File: config.mk
export PLATFORM = sky130hd
export DESIGN_NAME = alu_arbiter
export DESIGN_NICKNAME = d
export VERILOG_FILES = /design/src/rtl/alu_arbiter_pkg.sv /design/src/rtl/alu_arb_grant.sv /design/src/rtl/alu_arbiter.sv
export SDC_FILE = /design/constraint.sdc
export NUM_CORES = 1
export LEC_CHECK = 0
export ABC_AREA = 0
export BUFFER_PORTS_ARGS = -buffer_cell sky130_fd_sc_hd__buf_2
export CAP_MARGIN = 25
export CORE_MARGIN = 3
export CORE_UTILIZATION = 30
export CTS_CLUSTER_SIZE = 16
export DETAILED_ROUTE_END_ITERATION = 8
export HOLD_SLACK_MARGIN = 0.12
export SYNTH_ARGS = -nofsm -noshare
export SYNTH_HDL_FRONTEND = slang
export SYNTH_SLANG_ARGS = --single-unit
File: constraint.sdc
create_clock -name clk -period 2 [get_ports clk]
set_clock_uncertainty 0.15 [all_clocks]
set_input_delay 0.1 -clock clk [delete_from_list [all_inputs] [get_ports clk]]
set_output_delay 0.1 -clock clk [all_outputs]
set_load 0.005 [all_outputs]
File: src/rtl/alu_arbiter_pkg.sv
// Shared types and constants for the two-requester ALU arbiter.
package alu_arbiter_pkg;

  // Arbiter FSM states
  typedef enum logic [1:0] {
    StIdle = 2'b00,
    StExec = 2'b01,
    StHold = 2'b10
  } state_e;

  // ALU operation codes, same encoding as the ALU controller output
  localparam logic [3:0] AluOr  = 4'b0001;
  localparam logic [3:0] AluAdd = 4'b0010;
  localparam logic [3:0] AluXor = 4'b0011;
  localparam logic [3:0] AluSub = 4'b0100;
  localparam logic [3:0] AluBeq = 4'b1000;

  // Requester identifier: 0 = EX stage, 1 = auxiliary
  typedef logic req_id_t;

endpackage

File: src/rtl/alu_arb_grant.sv
// Two-way grant decision. Build option: ALU_ARB_FIXED_PRIO_EN makes requester 0
// win every tie; otherwise the requester that did not win last time wins a tie.
module alu_arb_grant
  import alu_arbiter_pkg::*;
(
  input  logic       valid0_i,
  input  logic       valid1_i,
  input  req_id_t    ptr_i,
  output logic [1:0] grant_o
);

  // One-hot grant: bit 0 = requester 0, bit 1 = requester 1
  always_comb begin
    grant_o = 2'b00;
    if (valid0_i && valid1_i) begin
`ifdef ALU_ARB_FIXED_PRIO_EN
      grant_o = 2'b01;
`else
      grant_o = (ptr_i == 1'b1) ? 2'b01 : 2'b10;
`endif
    end else if (valid0_i) begin
      grant_o = 2'b01;
    end else if (valid1_i) begin
      grant_o = 2'b10;
    end
  end

`ifdef ALU_ARB_FIXED_PRIO_EN
  logic unused_ptr;
  assign unused_ptr = ptr_i;
`endif

endmodule

File: src/rtl/alu_arbiter.sv
// Arbitrates a single shared ALU between the EX stage and an auxiliary requester.
// Build option: ALU_ARB_FIXED_PRIO_EN selects fixed priority instead of round-robin.
module alu_arbiter
  import alu_arbiter_pkg::*;
#(
  parameter int unsigned DATA_W  = 32,
  parameter int unsigned ALU_LAT = 1
) (
  input  logic              clk,
  input  logic              reset,
  input  logic              req0_valid,
  output logic              req0_ready,
  input  logic [3:0]        req0_op,
  input  logic [DATA_W-1:0] req0_a,
  input  logic [DATA_W-1:0] req0_b,
  input  logic              req1_valid,
  output logic              req1_ready,
  input  logic [3:0]        req1_op,
  input  logic [DATA_W-1:0] req1_a,
  input  logic [DATA_W-1:0] req1_b,
  output logic [3:0]        alu_op,
  output logic [DATA_W-1:0] alu_a,
  output logic [DATA_W-1:0] alu_b,
  input  logic [DATA_W-1:0] alu_result,
  input  logic              alu_zero,
  output logic              resp_valid,
  input  logic              resp_ready,
  output logic              resp_id,
  output logic [DATA_W-1:0] resp_data,
  output logic              resp_zero,
  output logic              busy
);

  localparam int unsigned CntW = 2;

  state_e            state_q, state_d;
  logic [CntW-1:0]   cnt_q, cnt_d;
  req_id_t           last_q, last_d;
  logic [3:0]        alu_op_q, alu_op_d;
  logic [DATA_W-1:0] alu_a_q, alu_a_d;
  logic [DATA_W-1:0] alu_b_q, alu_b_d;
  logic              resp_valid_q, resp_valid_d;
  req_id_t           resp_id_q, resp_id_d;
  logic [DATA_W-1:0] resp_data_q, resp_data_d;
  logic              resp_zero_q, resp_zero_d;

  logic       idle;
  logic [1:0] grant;

  assign idle = (state_q == StIdle);

  // Requests are only visible to the grant logic while idle
  alu_arb_grant u_grant (
    .valid0_i (req0_valid && idle),
    .valid1_i (req1_valid && idle),
    .ptr_i    (last_q),
    .grant_o  (grant)
  );

  // Next-state: launch on grant, count down the ALU latency, hold until taken
  always_comb begin
    state_d      = state_q;
    cnt_d        = cnt_q;
    last_d       = last_q;
    alu_op_d     = alu_op_q;
    alu_a_d      = alu_a_q;
    alu_b_d      = alu_b_q;
    resp_valid_d = resp_valid_q;
    resp_id_d    = resp_id_q;
    resp_data_d  = resp_data_q;
    resp_zero_d  = resp_zero_q;
    unique case (state_q)
      StIdle: begin
        if (grant != 2'b00) begin
          state_d   = StExec;
          cnt_d     = CntW'(ALU_LAT - 1);
          last_d    = grant[1];
          resp_id_d = grant[1];
          alu_op_d  = grant[1] ? req1_op : req0_op;
          alu_a_d   = grant[1] ? req1_a  : req0_a;
          alu_b_d   = grant[1] ? req1_b  : req0_b;
        end
      end
      StExec: begin
        if (cnt_q == '0) begin
          resp_data_d  = alu_result;
          resp_zero_d  = alu_zero;
          resp_valid_d = 1'b1;
          state_d      = StHold;
        end else begin
          cnt_d = cnt_q - 2'd1;
        end
      end
      StHold: begin
        if (resp_ready) begin
          resp_valid_d = 1'b0;
          state_d      = StIdle;
        end
      end
      default: state_d = StIdle;
    endcase
  end

  // State registers with synchronous active-low reset
  always_ff @(posedge clk) begin
    if (!reset) begin
      state_q      <= StIdle;
      cnt_q        <= '0;
      last_q       <= 1'b1;
      alu_op_q     <= 4'b0000;
      alu_a_q      <= '0;
      alu_b_q      <= '0;
      resp_valid_q <= 1'b0;
      resp_id_q    <= 1'b0;
      resp_data_q  <= '0;
      resp_zero_q  <= 1'b0;
    end else begin
      state_q      <= state_d;
      cnt_q        <= cnt_d;
      last_q       <= last_d;
      alu_op_q     <= alu_op_d;
      alu_a_q      <= alu_a_d;
      alu_b_q      <= alu_b_d;
      resp_valid_q <= resp_valid_d;
      resp_id_q    <= resp_id_d;
      resp_data_q  <= resp_data_d;
      resp_zero_q  <= resp_zero_d;
    end
  end

  assign req0_ready = grant[0];
  assign req1_ready = grant[1];
  assign alu_op     = alu_op_q;
  assign alu_a      = alu_a_q;
  assign alu_b      = alu_b_q;
  assign resp_valid = resp_valid_q;
  assign resp_id    = resp_id_q;
  assign resp_data  = resp_data_q;
  assign resp_zero  = resp_zero_q;
  assign busy       = ~idle;

endmodule

==> summary.txt <==
Synth
  – Post-synth EDFFs: 0
  – Post-synth top area cell: dfxtp_1
  – Synth Net Count: 748
  – Avg Synthesized Cell Area: 8.03 µm²
  – Share of Yosys cell area claimed by the top area cell type: 47.0%
  – Mapped Cells: 573
  – Synth Register Bits: 108
  – Asr flop ratio synth: 0%
  – Sequential-to-total area share from yosys stat: 47.0%
  – Synth cell types: 30
  – Ys flop type: dfxtp_1
  – Warnings, synthesis: 0
  – Mapped cell area: 4600 µm²
  – Synth top area cells: dfxtp_1 (47%), nand2_1 (17%), a21oi_1 (12%), a311oi_1 (11%), buf_2 (3.6%)

Global route
  – Remaining Overflow, GRT: 0
  – Largest net degree at the start of global routing: 46
  – Antenna violations before repair: 0
  – Gr usage total: 21.1%
  – Vias in the first global route: 5,916
  – First-pass GRT wire length: 28,700 µm

Route
  – 1st-iter DRT viols: 238
  – Via-per-instance ratio: 4.99
  – Post-route DRC: 0
  – DR pass1 iterations: 4
  – Total length of routed wires: 18,700 µm
  – Post-detailed-route count of antenna-violating nets: 0
  – Vias: 5,912
  – WL/cell: 15.8 µm

Timing
  – TNS Setup: 0 ns
  – Final setup fails: 0
  – Relative slew slack: 68.1%
  – Unrepaired setup endpoints after global routing: no
  – Final period utilization: 97.2%
  – Least-Margin Pin Slew: 0.479 ns
  – Final Max Tran Viols: 0
  – Final hold viol count: 0
  – Max Fclk: 514 MHz
  – Crit path time final: 1.94 ns
  – Hold slack: 0.302 ns

Critical path
  – Arr. time, crit path: 2.03 ns
  – CP Class: primary input to register
  – Worst-path cell chain: dlygate4sd3_1 > buf_2 > or3b_2 > nand2_1 > o211ai_1 > dlygate4sd3_1
  – Critical Path Most Common Cell: dlygate4sd3_1
  – Worst setup EP type: register
  – Crit path buffers/inverters: 3
  – Delay-heaviest family, CP: buffers and inverters
  – Worst R2R Setup Slack: 0.10 ns
  – Req. time, crit path: 2.08 ns
  – CP Launch Type: primary input
  – Reg-to-Reg Start: state_q[1]$_SDFFE_PN0P_
  – Reg2Reg Depth: 4
  – Max incr delay on CP: 0.57 ns
  – Setup crit start: req0_valid
  – CP Max Fanout: 5
  – Slowest cell on the critical path: dlygate4sd3_1
  – Critical R2R Capture: last_q$_SDFFE_PN1P_

Clocking
  – CTS tree: built
  – H-tree levels: 3
  – Clock transition at path regs: 0.07 ns
  – CTS sink count: 108
  – Clock Root Buffer: clkbuf_16
  – Post-CTS Setup Inserts: 0
  – Clk_lat worst skew: 0.35 ns
  – Clk buf depth: 2
  – TritonCTS buffer count: 9

Floorplan
  – Row cnt: 44
  – Die Ht: 130 µm
  – Die Area: 16,900 µm²
  – IO Count: 280
  – Initial Util: 31.2%
  – DIE WIDTH: 130 µm
  – Total core area: 14,800 µm²

Placement
  – Area after DPL: 6180 µm²
  – Estimated wirelength of the detail-placed design: 10,800 µm
  – Placer congestion estimate: 0.743
  – Port bufs: 279

Power
  – PD cells: 701 nW/µm²
  – Leak: 3.77 nW
  – Total chip power: 5.75 mW
  – Worst VDD drop: 0.409 mV

Status
  – Status: finished, final reports clean

Final layout
  – Post-route cell area: 8200 µm²
  – Area grow syn2layout: 78.0%
  – Fin nets: 1,171
  – Fillers: 1,301
  – Layout cells sized above 1: 32.5%
  – Utilization after layout: 55.5%

Min path
  – HP Class: register to register
  – Worst Min Path Start: resp_data[9]$_SDFFE_PN0P_
  – Worst Hold Endpoint: resp_data[9]$_SDFFE_PN0P_
  – Worst hold path cell count: 2

Job
  – Max_cap viols: 0
[worst max-delay path by stage]
stage,to,slack [ns],cells after the start
finish,last_q$_SDFFE_PN1P_,0.06,6
CTS,req1_ready,0.02,7
detailed placement,alu_a[16]$_SDFFE_PN0P_,0.39,4
floorplan,cnt_q[1]$_SDFFE_PN0P_,0.49,5
global route,last_q$_SDFFE_PN1P_,0.02,6
global placement,alu_b[14]$_SDFFE_PN0P_,0.45,4
[kinds of logic (layout without fill, tap and decap cells)]
| logic type | after synthesis | in the layout | share of synthesized area (%) |
|---|---|---|---|
| and+or+nand+nor | 221 | 221 | 18.8 |
| AOI/OAI and AO/OA | 181 | 181 | 27.0 |
| DFF | 108 | 108 | 47.0 |
| buffers and inverters | 62 | 489 | 7.01 |
| adders and majority gates | 1 | 1 | 0.272 |
| other | 0 | 1 | 0 |
[per-layer routing]
layer / part of all wire [%] / vias to the layer above / wire length, µm / global-route usage, %
li1: - / 2848 / - / -
met1: 39 / 2673 / 7330 / 23.0
met2: 48 / 320 / 8920 / 36.7
met3: 8.7 / 71 / 1620 / 6.88
met4: 4.5 / 0 / 842 / 10.8
met5: 0 / - / 0 / 0
[per-stage QoR]
| stage | std cells | setup WS [ns] |
|---|---|---|
| final | 1185 | 0.0559 |
| after global routing | 1184 | 0.0198 |
| after CTS | 1184 | 0.0195 |
| after detailed placement | 995 | 0.388 |
| after global placement | 995 | 0.446 |
| after floorplan | 573 | 0.486 |
[Yosys cell counts, types with 2 or more instances]
library cell	number
a21oi_1	106
nor2_1	6
buf_6	4
a311oi_2	9
buf_4	5
inv_2	2
nand2_1	206
a311oi_1	59
buf_2	33
inv_1	4
clkbuf_1	13
dfxtp_1	108
[layout make-up]
cell class	count	area, µm²	area share, %
Antenna cell	1	2.50	0.0305
Clock buffer	10	229	2.79
Clock inverter	5	37.5	0.458
Inverter	6	23.8	0.290
Multi-Input combinational cell	403	2130	26.0
Sequential cell	108	2160	26.4
Tap cell	184	230	2.81
Timing Repair Buffer	468	3380	41.2
[flip-flops by register name, summed over array words and instances (netlist names)]
signal,count
alu_a,32
alu_b,32
resp_data,32
alu_op,4
cnt_q,2
state_q,2
last_q,1
resp_id,1
resp_valid,1
resp_zero,1
[cells in the final DEF, fill, tap and decap left out, types with 2 or more instances in the layout]
cell           synthesis  routed
buf_2                 33     279
clkbuf_16              0       9
a311oi_2               9       9
nor2_4                 1       2
buf_4                  5       4
a21oi_1              106     106
nand2_1              206     206
nor2_1                 6       6
clkinv_2               0       2
inv_6                  0       2
dfxtp_1              108     108
a311oi_1              59      59
inv_1                  4       4
dlygate4sd3_1          0     174
clkinvlp_4             0       2
buf_12                 0      10
[power breakdown]
part / internal (mW) / total (mW) / switching (mW)
Clock: 0.847 / 1.68 / 0.835
Sequential: 2.38 / 2.50 / 0.121
Combinational: 0.806 / 1.57 / 0.763
[tightest hold or removal path, delay by kind of cell (launching register included)]
family             cells  cell delay [ns]
DFF                    1             0.31
AOI/OAI and AO/OA      1             0.05
and+or+nand+nor        1             0.05
[repair_timing]
action | in CTS | in global routing
resized for setup | 0 | 1
hold buffers | 174 | 0
endpoints found under the setup margin | 0 | 1
endpoints found under the hold margin | 107 | 0
Note: power is estimated with default switching activity, not from simulation.
